==> src/rtl/sd_spi_responder.sv <==
// SD SPI-mode card-side responder: decodes 48-bit command frames,
// checks CRC7 and returns an R1 byte supplied by local logic.
module sd_spi_responder #(
  parameter int         NCR_MIN    = 1,
  parameter int         NCR_MAX    = 8,
  parameter bit         CRC_CHECK  = 1'b1,
  parameter logic [7:0] CRC_ERR_R1 = 8'h08
) (
  input  logic        clk,
  input  logic        rst,
  input  logic        sd_sck,
  input  logic        sd_cs_n,
  input  logic        sd_mosi,
  output logic        sd_miso,
  output logic        cmd_valid,
  output logic [5:0]  cmd_index,
  output logic [31:0] cmd_arg,
  output logic        crc_err,
  input  logic        resp_valid,
  input  logic [7:0]  resp_data,
  output logic        resp_taken,
  output logic        busy
);

  typedef enum logic [2:0] {
    IDLE, CMD, CHECK, WAIT, SEND
  } state_t;

  localparam logic [7:0] MIN8 = NCR_MIN[7:0];
  localparam logic [7:0] MAX8 = NCR_MAX[7:0];

  state_t      state;
  logic [1:0]  sck_q, cs_q, mosi_q;
  logic        sck_d;
  logic [47:0] sr;
  logic [5:0]  bit_cnt;
  logic [7:0]  fill_cnt;
  logic        armed, boundary, have;
  logic [7:0]  resp_q;

  logic sck_rise, sck_fall, cs_n, bit_in, frame_ok;

  function automatic logic [6:0] crc7(input logic [39:0] d);
    logic [6:0] c;
    logic       fb;
    c = 7'd0;
    for (int i = 39; i >= 0; i--) begin
      fb = c[6] ^ d[i];
      c  = {c[5:0], 1'b0};
      if (fb) c = c ^ 7'h09;
    end
    return c;
  endfunction

  assign sck_rise = sck_q[1] & ~sck_d;
  assign sck_fall = ~sck_q[1] & sck_d;
  assign cs_n     = cs_q[1];
  assign bit_in   = mosi_q[1];
  assign busy     = (state != IDLE);
  assign frame_ok = sr[0] &&
    (!CRC_CHECK || crc7(sr[47:8]) == sr[7:1]);

  always_ff @(posedge clk or posedge rst) begin
    if (rst) begin
      sck_q  <= 2'b00;
      cs_q   <= 2'b11;
      mosi_q <= 2'b11;
      sck_d  <= 1'b0;
    end else begin
      sck_q  <= {sck_q[0], sd_sck};
      cs_q   <= {cs_q[0], sd_cs_n};
      mosi_q <= {mosi_q[0], sd_mosi};
      sck_d  <= sck_q[1];
    end
  end

  always_ff @(posedge clk or posedge rst) begin
    if (rst) begin
      state      <= IDLE;
      sd_miso    <= 1'b1;
      cmd_valid  <= 1'b0;
      crc_err    <= 1'b0;
      resp_taken <= 1'b0;
      cmd_index  <= 6'd0;
      cmd_arg    <= 32'd0;
      sr         <= 48'd0;
      bit_cnt    <= 6'd0;
      fill_cnt   <= 8'd0;
      armed      <= 1'b0;
      boundary   <= 1'b0;
      have       <= 1'b0;
      resp_q     <= 8'hFF;
    end else begin
      cmd_valid  <= 1'b0;
      crc_err    <= 1'b0;
      resp_taken <= 1'b0;
      if (cs_n) begin
        state    <= IDLE;
        sd_miso  <= 1'b1;
        bit_cnt  <= 6'd0;
        fill_cnt <= 8'd0;
        armed    <= 1'b0;
        boundary <= 1'b0;
        have     <= 1'b0;
      end else begin
        unique case (state)
          IDLE: if (sck_rise) begin
            // bit-aligned hunt for the 0,1 start/transmission pair
            if (armed && bit_in) begin
              state   <= CMD;
              sr      <= {46'd0, 2'b01};
              bit_cnt <= 6'd2;
              armed   <= 1'b0;
            end else if (!bit_in) begin
              armed <= 1'b1;
            end
          end
          CMD: if (sck_rise) begin
            sr      <= {sr[46:0], bit_in};
            bit_cnt <= bit_cnt + 6'd1;
            if (bit_cnt == 6'd47) state <= CHECK;
          end
          CHECK: begin
            if (frame_ok) begin
              cmd_index <= sr[45:40];
              cmd_arg   <= sr[39:8];
              cmd_valid <= 1'b1;
              have      <= 1'b0;
            end else begin
              crc_err <= 1'b1;
              resp_q  <= CRC_ERR_R1;
              have    <= 1'b1;
            end
            bit_cnt  <= 6'd0;
            fill_cnt <= 8'd0;
            boundary <= 1'b0;
            state    <= WAIT;
          end
          WAIT: begin
            if (!have && resp_valid) begin
              resp_q     <= resp_data;
              have       <= 1'b1;
              resp_taken <= 1'b1;
            end
            if (sck_rise) begin
              if (bit_cnt == 6'd7) begin
                bit_cnt  <= 6'd0;
                fill_cnt <= fill_cnt + 8'd1;
                boundary <= 1'b1;
                if (fill_cnt + 8'd1 >= MAX8 && !have && !resp_valid)
                  state <= IDLE;
              end else begin
                bit_cnt <= bit_cnt + 6'd1;
              end
            end else if (sck_fall && boundary) begin
              boundary <= 1'b0;
              if (fill_cnt >= MIN8 && have) begin
                sd_miso <= resp_q[7];
                bit_cnt <= 6'd1;
                state   <= SEND;
              end
            end
          end
          SEND: if (sck_fall) begin
            if (bit_cnt == 6'd8) begin
              sd_miso <= 1'b1;
              bit_cnt <= 6'd0;
              state   <= IDLE;
            end else begin
              sd_miso <= resp_q[3'd7 - bit_cnt[2:0]];
              bit_cnt <= bit_cnt + 6'd1;
            end
          end
          default: state <= IDLE;
        endcase
      end
    end
  end

endmodule
==> config.mk <==
export PLATFORM = sky130hd
export DESIGN_NAME = sd_spi_responder
export DESIGN_NICKNAME = d
export VERILOG_FILES = /design/src/rtl/sd_spi_responder.sv
export SDC_FILE = /design/constraint.sdc
export NUM_CORES = 1
export LEC_CHECK = 0
export ABC_AREA = 1
export BUFFER_PORTS_ARGS = -buffer_cell sky130_fd_sc_hd__buf_4
export CAP_MARGIN = 20
export CORE_ASPECT_RATIO = 1.1
export CORE_MARGIN = 5
export CORE_UTILIZATION = 55
export CTS_CLUSTER_DIAMETER = 40
export DETAILED_ROUTE_END_ITERATION = 7
export GPL_ROUTABILITY_DRIVEN = 0
export HOLD_SLACK_MARGIN = 0.15
export PLACE_DENSITY = 0.79
export RECOVER_POWER = 50
export SLEW_MARGIN = 20
export SYNTH_ARGS = -nofsm -noshare
export SYNTH_HDL_FRONTEND = slang
export SYNTH_SLANG_ARGS = --single-unit
==> constraint.sdc <==
create_clock -name clk -period 3 [get_ports clk]
set_input_delay 0 -clock clk [delete_from_list [all_inputs] [get_ports clk]]
set_output_delay 0 -clock clk [all_outputs]
set_load 0.02 [all_outputs]
-- After elaboration in Yosys (flattened, before gate mapping)
Index checks and enable logic that the tools add are counted.
- order comparisons: 3
- add/sub/neg operators: 3
- equal/unequal tests: 30
- mux-type cells: 106
- reductions and logical operators: 28
- bitwise logic cells: 83
- operators with widths (cell ; count):
    $mux 4 ; 40
    $mux 48 ; 3
    $pmux 48 s2 ; 1
    $not 2->2 ; 39
    $mux 6 ; 10
    $mux 8 ; 5
    $mux 3 ; 12
    $ne 3x3->1 const B ; 12
    $xor 1x1->1 ; 36
    $pmux 8 s2 ; 2
    $pmux 6 s5 ; 1
    $mux 1 ; 27
    $ne 4x4->1 const B ; 4
    $pmux 3 s5 ; 1
    $reduce_and 3->1 ; 4
    $ne 2x2->1 const B ; 5
    $reduce_and 10->1 ; 1
    $reduce_and 5->1 ; 2
    $reduce_bool 3->1 ; 3
    $add 8x1->8 const B ; 1
    $ge 8x1->1 const B ; 1
    $ge 8x4->1 const B ; 1
    $reduce_bool 2->1 ; 4
    $eq 7x7->1 ; 1
    22 further kinds ; 37
- register bits: 125
- output and inout bits: 43
- bits of input ports: 14
- logic and storage cells: 271

-- Logic depth before layout (Yosys ltp)
- word-level depth: 84
- gate-level depth with buffers: 34
- mapped depth without buffers: 33

-- Least setup slack after synthesis
No wires, ideal clock.
- path type: flip-flop to flip-flop
- from: register sr[46]
- to: register cmd_arg[18]
- arrival time: 2.811 ns
- buffers on the path: 2
- period minus slack after synthesis: 2.930 ns
- path slack: 0.070 ns
- cell stages (with the launch flop): 31
- path through: dfrtp_1 -> inv_2 -> nand2_1 -> nand2_1 -> nand2_2 -> nand2_1 -> nand3_1 -> nand2_1 -> nand2_1 -> nand3_1 -> nand2_2 -> nand2_2 -> nand2_2 -> nand2_2 -> nand2_2 -> nand2_2 -> nand2_2 -> nand2_2 -> nand2_1 -> nand2_1 -> nand2_1 -> nand2_1 -> nand2_1 -> nor2_2 -> nand2_1 -> nor2_2 -> nand3_2 -> buf_6 -> buf_6 -> nand2_1 -> o21ai_2
- cells in the longest elaborated chain, start to end: 39
- RTL lines (what ; RTL line ; RTL):
    from (decl) ; 35 ; logic [47:0] sr;
    from (signal assigned) ; 111 ; sr <= {46'd0, 2'b01};
    from (signal assigned) ; 119 ; sr <= {sr[46:0], bit_in};
    $xor 1x1->1 * ; 48 ; fb = c[6] ^ d[i];
    $mux 4 * ; 50 ; if (fb) c = c ^ 7'h09;
    $mux 4 (2 in series) ; 50 ;
    $not 2->2 (no source line) ; n/a ;
    $mux 4 ; 50 ;
    $xor 1x1->1 ; 48 ;
    $mux 4 (3 in series) ; 50 ;
    $not 2->2 (no source line) ; n/a ;
    [18 not listed] ; n/a ;
    $mux 4 ; 50 ;
    $xor 1x1->1 ; 48 ;
    $mux 4 (3 in series) ; 50 ;
    $not 2->2 (no source line) ; n/a ;
    $mux 4 ; 50 ;
    $eq 7x7->1 * ; 61 ; (!CRC_CHECK || crc7(sr[47:8]) == sr[7:1]);
    $logic_and 1x1->1 * ; 60 ; assign frame_ok = sr[0] &&
    $reduce_and 3->1 (no source line) * ; n/a ;
    to (signal assigned) ; 126 ; cmd_arg <= sr[39:8];
    to (decl) ; 17 ; output logic [31:0] cmd_arg,
Mark *: on every way between the ends. The rest lies on a longest branch, timed or not.
A chain may end at the register's enable or synchronous reset.

-- Worst setup path in the final report
- from: register sr[47]
- to: register cmd_arg[16]
- cells in the longest elaborated chain, start to end: 38
- RTL lines (what ; RTL line):
    $mux 4 * ; 50
    $mux 4 (2 in series) ; 50
    $not 2->2 (no source line) ; n/a
    $mux 4 ; 50
    $xor 1x1->1 ; 48
    $mux 4 (3 in series) ; 50
    $not 2->2 (no source line) ; n/a
    $mux 4 ; 50
    [17 not listed] ; n/a
    $mux 4 ; 50
    $xor 1x1->1 ; 48
    $mux 4 (3 in series) ; 50
    $not 2->2 (no source line) ; n/a
    $mux 4 ; 50
    $eq 7x7->1 * ; 61
    $logic_and 1x1->1 * ; 60
    $reduce_and 3->1 (no source line) * ; n/a
Marks and branches as above.

==> results.sh <==
export IMPL_fp_dieH_um=128.3
export IMPL_hold_start="sd_mosi"
export IMPL_hold_viol=0
export IMPL_cap_violations=0
export IMPL_cts_tree="done"
export IMPL_dpl_cell_count=1184
export IMPL_antenna_found_initial=0
export IMPL_grt_pass1_wl_um=31150
export IMPL_nets=1100
export IMPL_grt_pass1_vias=6512
export IMPL_ys_seq_elements=125
export IMPL_crit_fanout=7
export IMPL_start_util_pct=55.77
export IMPL_intPower_mw=3.630
export IMPL_grt_ovfl_total=0
export IMPL_boundaryPins=57
export IMPL_ys_flop_type="dfrtp_1"
export IMPL_r2r_start="sr[47]"
export IMPL_viasPerCell=5.930
export IMPL_postRouteAntennaNets=0
export IMPL_setup_slack_ns=-0.6499
export IMPL_multiInputGateArea_um2=4264
export IMPL_drv_slew=0
export IMPL_max_freq_mhz=274.0
export IMPL_worstMarginPinSlew_ns=1.329
export IMPL_nFillCells=798
export IMPL_yosys_top_cells_count="nand2_1, nand3_1, dfrtp_1"
export IMPL_seqPwrFrac_pct=36.8
export IMPL_cp_end_kind="flip-flop"
export IMPL_r2r_end="cmd_arg[16]"
export IMPL_required_ns=3.32
export IMPL_post_place_ws_ns=-0.4974
export IMPL_rows=43
export IMPL_cpPeakStageDelay_ns=0.43
export IMPL_dieArea_um2=15070
export IMPL_clock_latency_ns=0.43
export IMPL_grt_max_degree=97
export IMPL_violations="setup timing"
export IMPL_cts_buffers=17
export IMPL_cp_arrival_ns=3.97
export IMPL_syn_area_per_cell_um2=7.268
export IMPL_comb_power_share_pct=20.1
export IMPL_power_density_nw_per_um2=522.6
export IMPL_hold_end="mosi_q[0]"
export IMPL_min_period_ns=3.650
export IMPL_setup_viol=49
export IMPL_clock_path_buffers=2
export IMPL_io_buffers=56
export IMPL_grt_setup_unrepaired="yes"
export IMPL_crit_family="simple AND/OR/NAND/NOR gates"
export IMPL_final_period_utilization_pct=121.7
export IMPL_hpwl_um=11790
export IMPL_power_static_leakage_nw=4.705
export IMPL_synthCells=962
export IMPL_status="complete, but fails checks"
export IMPL_yosysTopAreaCellShare_pct=40.09
export IMPL_synth_edf_count=0
export IMPL_skew_ns=0.01265
export IMPL_syn_cell_area_um2=6992
export IMPL_slew_headroom_pct=10.89
export IMPL_ys_types=39
export IMPL_post_route_util_pct=78.12
export IMPL_synth_area_leaders="dfrtp_1, nand2_1, nand3_1, o21ai_0, inv_1"
export IMPL_finalNonFillerCells=1251
export IMPL_wire_per_inst_um=17.52
export IMPL_clkTransAtPathRegs_ns=0.06
export IMPL_synth_most_common_cell="nand2_1"
export IMPL_clockPowerShare_pct=43.1
export IMPL_drc=0
export IMPL_ir_drop_v=0.0006151
export IMPL_r2r_slack_ns=-0.65
export IMPL_p_sw_share_pct=29.07
export IMPL_first_pass_iters=5
export IMPL_min_path_cells=2
export IMPL_ys_warn_count=0
export IMPL_yosysTopAreaCell="dfrtp_1"
export IMPL_crit_buf_inv=4
export IMPL_drt_initial_drc_count=881
export IMPL_seq_area_frac_synth_pct=44.97
export IMPL_hold_ws_ns=0.2319
export IMPL_power_switching_mw=1.488
export IMPL_drive_gt1_share_pct=35.92
export IMPL_routed_wl_um=21910
export IMPL_fp_dieW_um=117.5
export IMPL_cts_root_buf="clkbuf_16"
export IMPL_cts_sinks=125
export IMPL_n_antenna_cell=0
export IMPL_finalSetupTns_ns=-29.37
export IMPL_hold_path_class="primary input to flip-flop"
export IMPL_critPathLaunchType="flip-flop"
export IMPL_vias=7418
export IMPL_fp_coreArea_um2=12540
export IMPL_reg2reg_depth=32
export IMPL_synthArstFlopShare_pct=100.0
export IMPL_h_tree_depth=4
export IMPL_final_seq_area_um2=3149
export IMPL_track_usage_pct=25.21
export IMPL_syn_to_final_growth_pct=40.07
export IMPL_crit_type="flip-flop to flip-flop"
export IMPL_slowest_stage="dfrtp_1"
export IMPL_synth_fp_nets=981
-- worst max-delay path by stage --
stage	startpoint	endpoint	slack [ns]	cells past startpoint
floorplan	sr[46]	cmd_arg[18]	0.07	30
global placement	sr[46]	resp_q[5]	-0.36	31
detailed placement	sr[43]	resp_q[3]	-0.50	31
CTS	sr[47]	cmd_arg[24]	-0.33	32
global route	sr[47]	cmd_index[4]	-0.86	33
finish	sr[47]	cmd_arg[16]	-0.65	32
-- per-layer routing --
| metal | share of wire, % | track usage (%) |
|---|---|---|
| met5 | 0 | 0 |
| met4 | 4.1 | 10.39 |
| met3 | 7.7 | 5.869 |
| met2 | 50 | 42.31 |
| met1 | 39 | 31.54 |
-- layout by cell type (no fill, tap or decap), types with 3 or more instances in the layout --
| cell | instances |
|---|---|
| dlygate4sd3_1 | 15 |
| nand4_1 | 3 |
| clkbuf_8 | 3 |
| nand3_4 | 8 |
| a31oi_1 | 4 |
| clkbuf_1 | 17 |
| ha_1 | 5 |
| nand2_2 | 100 |
| nor2_2 | 3 |
| nand3_2 | 16 |
| dfrtp_1 | 108 |
| buf_4 | 79 |
| buf_12 | 7 |
| o21ai_2 | 22 |
| clkbuf_16 | 19 |
| clkinv_2 | 4 |
| inv_2 | 15 |
| nor2_1 | 27 |
| nand2_4 | 74 |
| inv_1 | 88 |
| o21ai_0 | 71 |
| dfrtp_2 | 4 |
| clkbuf_4 | 4 |
| nand2_1 | 188 |
| buf_16 | 4 |
| bufinv_16 | 4 |
| dfstp_2 | 13 |
| xor2_1 | 4 |
| o21ai_1 | 16 |
| inv_4 | 4 |
| nand3_1 | 119 |
| a21oi_1 | 13 |
| nor3_1 | 4 |
-- area by class of cell --
cell class                 count  area share [%]
multi-input combinational    703           43.54
sequential                   125           32.16
timing repair buffer         126           11.69
clock buffer                  24           4.919
inverter                     108           4.255
tap                          157           2.006
clock inverter                 8           1.431
-- power by group through the flow --
stage	registers, mW	logic (mW)	clock network (mW)
3_3_place_gp	1.90	0.747	0
4_1_cts	1.88	0.888	2.21
3_5_place_dp	1.90	0.760	0
2_1_floorplan	1.88	0.554	0
5_1_grt	1.89	1.13	2.30
6_report	1.88	1.03	2.20
-- kinds of logic (layout without fill, tap and decap cells) --
family	Yosys count	after routing	synth area share (%)
fa+ha+maj	5	5	0.8948
flops	125	125	44.97
buf+inv	134	266	7.784
xor+xnor	7	7	0.8769
compound gates	137	137	10.84
simple gates	554	554	34.63
-- state kept, by name, indices dropped and copies added (netlist names) --
signal      flops
have            1
state           3
boundary        1
cmd_arg        32
cs_q            2
sr             48
crc_err         1
resp_q          8
sck_q           2
armed           1
sd_miso         1
bit_cnt         6
cmd_valid       1
mosi_q          2
cmd_index       6
fill_cnt        8
sck_d           1
resp_taken      1
-- repair_timing --
| action | CTS | global route |
|---|---|---|
| gates resized for setup | 92 | 196 |
| pin swaps | 16 | 42 |
| hold buffers | 15 | 0 |
| hold endpoints to repair | 100 | 0 |
| cloned | 4 | 2 |
| setup buffers | 6 | 8 |
| setup endpoints to repair | 49 | 49 |
-- metrics by stage --
| stage | total power [mW] | cell area, um2 |
|---|---|---|
| global placement | 2.646 | 7781 |
| CTS | 4.972 | 9031 |
| detailed placement | 2.663 | 7781 |
| global route | 5.317 | 9793 |
| floorplan | 2.437 | 6995 |
| finish | 5.118 | 9793 |
Power figures use the tool's default switching activity.
